===== config.mk =====
export PLATFORM = sky130hd
export DESIGN_NAME = peripheral_bridge_wb_waitstate_flat
export DESIGN_NICKNAME = d
export VERILOG_FILES = /design/src/rtl/peripheral_bridge_wb_waitstate_if.sv /design/src/rtl/peripheral_bridge_wb_waitstate.sv /design/src/flat_wrapper.sv
export SDC_FILE = /design/constraint.sdc
export NUM_CORES = 1
export LEC_CHECK = 0
export ABC_AREA = 1
export CORE_MARGIN = 10
export CORE_UTILIZATION = 36
export CTS_CLUSTER_DIAMETER = 60
export DETAILED_ROUTE_END_ITERATION = 10
export GPL_TIMING_DRIVEN = 0
export MAX_ROUTING_LAYER = met4
export PLACE_DENSITY_LB_ADDON = 0.25
export SYNTH_ARGS = -nofsm -noshare
export SYNTH_HDL_FRONTEND = slang
export SYNTH_SLANG_ARGS = --single-unit

===== constraint.sdc =====
create_clock -name wb_clk_i -period 2.65 [get_ports wb_clk_i]
set_input_delay 0.265 -clock wb_clk_i [delete_from_list [all_inputs] [get_ports wb_clk_i]]
set_output_delay 0.265 -clock wb_clk_i [all_outputs]
set_load 0.02 [all_outputs]

===== src/rtl/peripheral_bridge_wb_waitstate_if.sv =====
// Wishbone classic bus bundle used on both sides of the wait-state bridge.
//   master modport : drives adr/dat_w/sel/we/cyc/stb/cti/bte, receives dat_r/ack/err/rty
//   slave  modport : receives adr/dat_w/sel/we/cyc/stb/cti/bte, drives dat_r/ack/err/rty
interface peripheral_bridge_wb_waitstate_if #(
  parameter int unsigned AW = 32,
  parameter int unsigned DW = 32
);
  logic [AW-1:0] adr;
  logic [DW-1:0] dat_w;
  logic [DW-1:0] dat_r;
  logic [3:0]    sel;
  logic          we;
  logic          cyc;
  logic          stb;
  logic [2:0]    cti;
  logic [1:0]    bte;
  logic          ack;
  logic          err;
  logic          rty;

  modport master (
    output adr, dat_w, sel, we, cyc, stb, cti, bte,
    input  dat_r, ack, err, rty
  );

  modport slave (
    input  adr, dat_w, sel, we, cyc, stb, cti, bte,
    output dat_r, ack, err, rty
  );
endinterface


===== src/rtl/peripheral_bridge_wb_waitstate.sv =====
// Wishbone wait-state bridge: accepts one upstream classic access, waits a
// programmable number of cycles, performs one downstream classic access and
// returns its termination (ack/err/rty) upstream for one cycle. A downstream
// access that never terminates is ended after TIMEOUT cycles with an error.
//
// Ports
//   wb_clk_i : clock, rising edge
//   wb_rst_i : synchronous active-high reset
//   wbs      : upstream side (bridge is the slave), cti/bte inputs ignored
//   wbm      : downstream side (bridge is the master), cti/bte tied to 0
//
// Build option
//   PERIPHERAL_BRIDGE_WB_RANDOM_STALL_EN : adds a 16-bit Fibonacci LFSR
//   (taps 16,14,13,11) so each delay is WAIT_CYCLES + lfsr[1:0].
//
// state | meaning
// IDLE  | waiting for wbs cyc & stb, latches the request
// WAIT  | counting down the inserted delay
// REQ   | downstream cyc/stb asserted, waiting for termination or timeout
// RESP  | one-cycle upstream ack/err/rty with captured data
module peripheral_bridge_wb_waitstate #(
  parameter int unsigned AW          = 32,
  parameter int unsigned DW          = 32,
  parameter int unsigned WAIT_CYCLES = 2,
  parameter int unsigned TIMEOUT     = 64,
  parameter logic [15:0] SEED        = 16'hACE1
) (
  input logic                              wb_clk_i,
  input logic                              wb_rst_i,
  peripheral_bridge_wb_waitstate_if.slave  wbs,
  peripheral_bridge_wb_waitstate_if.master wbm
);

  localparam logic [1:0] ST_IDLE = 2'd0;
  localparam logic [1:0] ST_WAIT = 2'd1;
  localparam logic [1:0] ST_REQ  = 2'd2;
  localparam logic [1:0] ST_RESP = 2'd3;

  localparam logic [4:0] WAIT_C = 5'(WAIT_CYCLES);
  localparam logic [7:0] TMO_C  = 8'(TIMEOUT);

  logic [1:0]    state_q, state_d;
  logic [4:0]    cnt_q, cnt_d;
  logic [7:0]    tmo_q, tmo_d;
  logic [AW-1:0] adr_q, adr_d;
  logic [DW-1:0] wdat_q, wdat_d;
  logic [3:0]    sel_q, sel_d;
  logic          we_q, we_d;
  logic          cyc_q, cyc_d;
  logic [DW-1:0] rdat_q, rdat_d;
  logic          ack_q, ack_d;
  logic          err_q, err_d;
  logic          rty_q, rty_d;
  logic [4:0]    delay;
  logic          req_accept;

  assign req_accept = (state_q == ST_IDLE) && wbs.cyc && wbs.stb;

`ifdef PERIPHERAL_BRIDGE_WB_RANDOM_STALL_EN
  logic [15:0] lfsr_q, lfsr_d;
  logic        lfsr_fb;
  logic        unused_ok;

  assign lfsr_fb   = lfsr_q[15] ^ lfsr_q[13] ^ lfsr_q[12] ^ lfsr_q[10];
  // Delay uses the LFSR value present at acceptance; the step happens on the same edge.
  assign delay     = WAIT_C + {3'b000, lfsr_q[1:0]};
  assign lfsr_d    = req_accept ? {lfsr_q[14:0], lfsr_fb} : lfsr_q;
  assign unused_ok = ^{wbs.cti, wbs.bte};

  always_ff @(posedge wb_clk_i) begin
    if (wb_rst_i) lfsr_q <= SEED;
    else          lfsr_q <= lfsr_d;
  end
`else
  logic unused_ok;

  assign delay     = WAIT_C;
  assign unused_ok = ^{wbs.cti, wbs.bte, SEED};
`endif

  always_comb begin
    state_d = state_q;
    cnt_d   = cnt_q;
    tmo_d   = tmo_q;
    adr_d   = adr_q;
    wdat_d  = wdat_q;
    sel_d   = sel_q;
    we_d    = we_q;
    cyc_d   = cyc_q;
    rdat_d  = rdat_q;
    ack_d   = 1'b0;
    err_d   = 1'b0;
    rty_d   = 1'b0;
    case (state_q)
      ST_IDLE: begin
        if (req_accept) begin
          adr_d  = wbs.adr;
          wdat_d = wbs.dat_w;
          sel_d  = wbs.sel;
          we_d   = wbs.we;
          cnt_d  = delay;
          if (delay == 5'd0) begin
            state_d = ST_REQ;
            cyc_d   = 1'b1;
            tmo_d   = TMO_C;
          end else begin
            state_d = ST_WAIT;
          end
        end
      end
      ST_WAIT: begin
        if (!wbs.cyc) begin
          state_d = ST_IDLE;
          cnt_d   = 5'd0;
        end else begin
          cnt_d = cnt_q - 5'd1;
          if (cnt_q == 5'd1) begin
            state_d = ST_REQ;
            cyc_d   = 1'b1;
            tmo_d   = TMO_C;
          end
        end
      end
      ST_REQ: begin
        // Upstream abort wins over a termination arriving in the same cycle.
        if (!wbs.cyc) begin
          state_d = ST_IDLE;
          cyc_d   = 1'b0;
          tmo_d   = 8'd0;
        end else if (wbm.err || wbm.rty || wbm.ack) begin
          state_d = ST_RESP;
          cyc_d   = 1'b0;
          tmo_d   = 8'd0;
          rdat_d  = wbm.dat_r;
          err_d   = wbm.err;
          rty_d   = !wbm.err && wbm.rty;
          ack_d   = !wbm.err && !wbm.rty;
        end else if (tmo_q == 8'd1) begin
          state_d = ST_RESP;
          cyc_d   = 1'b0;
          tmo_d   = 8'd0;
          rdat_d  = '0;
          err_d   = 1'b1;
        end else begin
          tmo_d = tmo_q - 8'd1;
        end
      end
      ST_RESP: state_d = ST_IDLE;
      default: state_d = ST_IDLE;
    endcase
  end

  always_ff @(posedge wb_clk_i) begin
    if (wb_rst_i) begin
      state_q <= ST_IDLE;
      cnt_q   <= 5'd0;
      tmo_q   <= 8'd0;
      adr_q   <= '0;
      wdat_q  <= '0;
      sel_q   <= 4'd0;
      we_q    <= 1'b0;
      cyc_q   <= 1'b0;
      rdat_q  <= '0;
      ack_q   <= 1'b0;
      err_q   <= 1'b0;
      rty_q   <= 1'b0;
    end else begin
      state_q <= state_d;
      cnt_q   <= cnt_d;
      tmo_q   <= tmo_d;
      adr_q   <= adr_d;
      wdat_q  <= wdat_d;
      sel_q   <= sel_d;
      we_q    <= we_d;
      cyc_q   <= cyc_d;
      rdat_q  <= rdat_d;
      ack_q   <= ack_d;
      err_q   <= err_d;
      rty_q   <= rty_d;
    end
  end

  assign wbm.adr   = adr_q;
  assign wbm.dat_w = wdat_q;
  assign wbm.sel   = sel_q;
  assign wbm.we    = we_q;
  assign wbm.cyc   = cyc_q;
  assign wbm.stb   = cyc_q;
  assign wbm.cti   = 3'b000;
  assign wbm.bte   = 2'b00;

  assign wbs.dat_r = rdat_q;
  assign wbs.ack   = ack_q;
  assign wbs.err   = err_q;
  assign wbs.rty   = rty_q;

endmodule


===== src/flat_wrapper.sv =====
// flat-port wrapper written by rule: the top's interface ports become plain ports
module peripheral_bridge_wb_waitstate_flat 
#(
  parameter int unsigned AW          = 32,
  parameter int unsigned DW          = 32,
  parameter int unsigned WAIT_CYCLES = 2,
  parameter int unsigned TIMEOUT     = 64,
  parameter logic [15:0] SEED        = 16'hACE1
)
  (wb_clk_i, wb_rst_i, wbs_adr, wbs_dat_w, wbs_sel, wbs_we, wbs_cyc, wbs_stb, wbs_cti, wbs_bte, wbs_dat_r, wbs_ack, wbs_err, wbs_rty, wbm_adr, wbm_dat_w, wbm_sel, wbm_we, wbm_cyc, wbm_stb, wbm_cti, wbm_bte, wbm_dat_r, wbm_ack, wbm_err, wbm_rty);
  peripheral_bridge_wb_waitstate_if #(.AW(AW), .DW(DW)) wbs_i ();
  peripheral_bridge_wb_waitstate_if #(.AW(AW), .DW(DW)) wbm_i ();
  input logic wb_clk_i;
  input logic wb_rst_i;
  input wire logic [$bits(wbs_i.adr)-1:0] wbs_adr;
  input wire logic [$bits(wbs_i.dat_w)-1:0] wbs_dat_w;
  input wire logic [$bits(wbs_i.sel)-1:0] wbs_sel;
  input wire logic [$bits(wbs_i.we)-1:0] wbs_we;
  input wire logic [$bits(wbs_i.cyc)-1:0] wbs_cyc;
  input wire logic [$bits(wbs_i.stb)-1:0] wbs_stb;
  input wire logic [$bits(wbs_i.cti)-1:0] wbs_cti;
  input wire logic [$bits(wbs_i.bte)-1:0] wbs_bte;
  output wire logic [$bits(wbs_i.dat_r)-1:0] wbs_dat_r;
  output wire logic [$bits(wbs_i.ack)-1:0] wbs_ack;
  output wire logic [$bits(wbs_i.err)-1:0] wbs_err;
  output wire logic [$bits(wbs_i.rty)-1:0] wbs_rty;
  output wire logic [$bits(wbm_i.adr)-1:0] wbm_adr;
  output wire logic [$bits(wbm_i.dat_w)-1:0] wbm_dat_w;
  output wire logic [$bits(wbm_i.sel)-1:0] wbm_sel;
  output wire logic [$bits(wbm_i.we)-1:0] wbm_we;
  output wire logic [$bits(wbm_i.cyc)-1:0] wbm_cyc;
  output wire logic [$bits(wbm_i.stb)-1:0] wbm_stb;
  output wire logic [$bits(wbm_i.cti)-1:0] wbm_cti;
  output wire logic [$bits(wbm_i.bte)-1:0] wbm_bte;
  input wire logic [$bits(wbm_i.dat_r)-1:0] wbm_dat_r;
  input wire logic [$bits(wbm_i.ack)-1:0] wbm_ack;
  input wire logic [$bits(wbm_i.err)-1:0] wbm_err;
  input wire logic [$bits(wbm_i.rty)-1:0] wbm_rty;
  assign wbs_i.adr = wbs_adr;
  assign wbs_i.dat_w = wbs_dat_w;
  assign wbs_i.sel = wbs_sel;
  assign wbs_i.we = wbs_we;
  assign wbs_i.cyc = wbs_cyc;
  assign wbs_i.stb = wbs_stb;
  assign wbs_i.cti = wbs_cti;
  assign wbs_i.bte = wbs_bte;
  assign wbs_dat_r = wbs_i.dat_r;
  assign wbs_ack = wbs_i.ack;
  assign wbs_err = wbs_i.err;
  assign wbs_rty = wbs_i.rty;
  assign wbm_adr = wbm_i.adr;
  assign wbm_dat_w = wbm_i.dat_w;
  assign wbm_sel = wbm_i.sel;
  assign wbm_we = wbm_i.we;
  assign wbm_cyc = wbm_i.cyc;
  assign wbm_stb = wbm_i.stb;
  assign wbm_cti = wbm_i.cti;
  assign wbm_bte = wbm_i.bte;
  assign wbm_i.dat_r = wbm_dat_r;
  assign wbm_i.ack = wbm_ack;
  assign wbm_i.err = wbm_err;
  assign wbm_i.rty = wbm_rty;
  peripheral_bridge_wb_waitstate #(.AW(AW), .DW(DW), .WAIT_CYCLES(WAIT_CYCLES), .TIMEOUT(TIMEOUT), .SEED(SEED)) u_core (.wb_clk_i(wb_clk_i), .wb_rst_i(wb_rst_i), .wbs(wbs_i), .wbm(wbm_i));
endmodule

==> metrics.yaml <==
grt_pass1_vias: 4924
yosysMostFrequentCell: "nor2_1"
power_density_nw_per_um2: 685
synth_top_family_by_area: "simple AND/OR/NAND/NOR gates"
rsz0062_at_grt: "no"
hp-start: "wbm_dat_r[25]"
synth_async_sr_flop_share: 0
hold_end: "u_core.wbs.dat_r[25]"
p_comb_frac: 0.186
post-route-period-util: 0.654
seq_area_um2: 2400
max-cap-violations: 0
viasPerCell: 4.57
antenna_cells: 0
fin_setup_tns_ns: 0
crit_type: "flop to output pin"
routabilityCongestion: 0.837
post_cts_resized: 0
crit_path_max_fanout: 3
required_ns: 2.38
synth_area_um2: 4600
port_buffers: 213
dr.pass1.iters: 4
cts_buffers: 17
pin_count: 224
clock_latency_ns: 0.41
internal_power_w: 0.00383
cellLeakagePower_nw: 3.03
rr_worst_depth: 5
drive_gt1_frac: 0.0633
drt_iter0_drc: 187
max_slew_margin: 0.628
rows: 41
synth_seq_cells: 120
seq_power_share: 0.391
yosys.area_share.simple: 0.258
die_h_um: 133
ys_seq_area_frac: 0.523
synth_mux_area_frac: 0
cts_tree: "built"
die-area_um2: 17700
netlist_instances: 608
ys_warn_count: 0
drv_slew: 0
synth_top_flop_cell: "dfxtp_1"
vdd_drop_max_mv: 0.396
hold_viol_final: 0
postCtsHoldBufs: 0
clockPowerShare: 0.422
syn2layout_area_growth_pct: 63.4
grt_pass1_wl_um: 24600
fmax_ghz: 0.577
clk_pin_slew_worst_paths_ns: 0.05
synth_top_cells_by_count: "nor2_1, dfxtp_1, nand2_1"
tightestPinTransition_ns: 0.554
cp-start-kind: "flop"
endpoint_kind: "output pin"
route.detailed.drc: 0
layout.nets: 961
num_vias: 4688
synth_compound_area_frac: 0.134
place_hpwl_um: 11800
synth_edf_count: 0
hp-class: "primary input to flop"
cts.path.max_buffers: 2
grt_usage: 0.175
grt_max_degree: 17
totalPowerFinal_w: 0.00514
yosysTopAreaCell: "dfxtp_1"
rrSetupSlack_ns: 1.03
dp_cells: 997
fp.coreArea_um2: 12600
regToRegStartpoint: "u_core.state_q[0]"
die_w_um: 133
cts.sinks: 120
finClkSkew_ns: 0.00477
post_drt_wl_per_cell_um: 14.6
switching_share: 0.256
synth_xor_area_frac: 0
fillerInstances: 1143
p_switching_w: 0.00132
synth_fa_ha_area_frac: 0.0109
setup_violations: 0
final_core_util: 0.598
synth_cell_type_count: 24
yosys.area.top_type_share: 0.523
whs_path_depth: 3
multi_input_area_um2: 1870
status: "finished clean"
drt_wl_total_um: 15000
cts_setup_buffers: 0
instances_no_fill: 1025
fin_crit_ns: 1.73
synth_area_leaders: "dfxtp_1, nor2_1, nand2_1"
ant_nets: 0
cp_data_arrival_time_ns: 1.47
syn_area_per_cell_um2: 7.56
h-tree-depth: 4
antenna_found_initial: 0
r2r_end: "u_core.wbm.adr[14]"
start_util: 0.366
overflow: 0
clockRootBuffer: "clkbuf_16"
[layer usage]
metal  global-route usage  wire [um]  vias to the layer above
met5                    -          0                        -
met3               0.0893       1520                       18
met1                0.180       6230                     2114
met2                0.281       7030                      167
met4               0.0660        232                        0
li1                     -          -                     2389
[power groups by stage]
stage                     clock, W  sequential (W)  combinational, W
after floorplan                  0         0.00218          0.000329
after global placement           0         0.00204          0.000944
after detailed placement         0         0.00205          0.000962
after CTS                  0.00221         0.00201          0.000968
after global routing       0.00230         0.00203           0.00105
final                      0.00217         0.00201          0.000957
[worst max-delay path, stage by stage (launching register included)]
cell	delay [ns]
dfxtp_1	0.35
buf_4	0.11
clkdlybuf4s50_1	0.59
[state kept, by name (all words and copies together), names as in the netlist, 2 cells and up]
name / cells
u_core.wbm.adr: 32
u_core.state_q: 2
u_core.tmo_q: 8
u_core.wbs.dat_r: 32
u_core.wbm.sel: 4
u_core.cnt_q: 5
u_core.wbm.dat_w: 32
[layout by cell type, fill, tap and decap left out, types with 4 or more instances in the layout]
cell	netlist	layout
a21oi_1	46	46
clkbuf_1	22	26
inv_1	30	30
buf_4	9	9
nand2_2	5	5
ha_1	4	4
o21ai_0	77	77
buf_6	5	5
nand3_1	14	14
conb_1	1	5
clkbuf_16	0	17
nor2_1	151	151
clkdlybuf4s50_1	0	213
nand2_1	108	108
dfxtp_1	120	120
[through the flow]
stage	hold WS, ns	cell area, um^2	setup slack (ns)
2_1_floorplan	0.342	4610	1.38
3_3_place_gp	0.445	6960	0.518
3_5_place_dp	0.450	6960	0.516
4_1_cts	0.406	7510	0.886
5_1_grt	0.417	7510	0.836
6_report	0.419	7510	0.917
[cell families after synthesis]
logic type,count (synthesis)
DFF,120
buffers and inverters,70
and+or+nand+nor,290
adders and majority gates,4
AOI/OAI and AO/OA,123
other,1
[worst max path at each step]
stage	from	endpoint	slack [ns]	cells past startpoint
finish	u_core.wbm.cyc	wbm_stb	0.92	2
floorplan	u_core.tmo_q[1]	u_core.wbs.dat_r[10]	1.38	10
CTS	u_core.wbm.cyc	wbm_stb	0.89	2
global placement	wbs_cyc	u_core.wbm.adr[15]	0.52	7
global route	wbs_cyc	u_core.wbm.dat_w[24]	0.84	7
detailed placement	wbs_cyc	u_core.wbm.adr[22]	0.52	7
[layout make-up]
cell class / count / share of cell area
sequential: 120 / 0.320
tap: 172 / 0.0287
timing repair buffer: 213 / 0.284
multi-input combinational: 422 / 0.249
clock inverter: 4 / 0.00933
inverter: 32 / 0.0162
buffer: 38 / 0.0288
clock buffer: 24 / 0.0641
No activity file was read; power rests on OpenSTA's default activity.
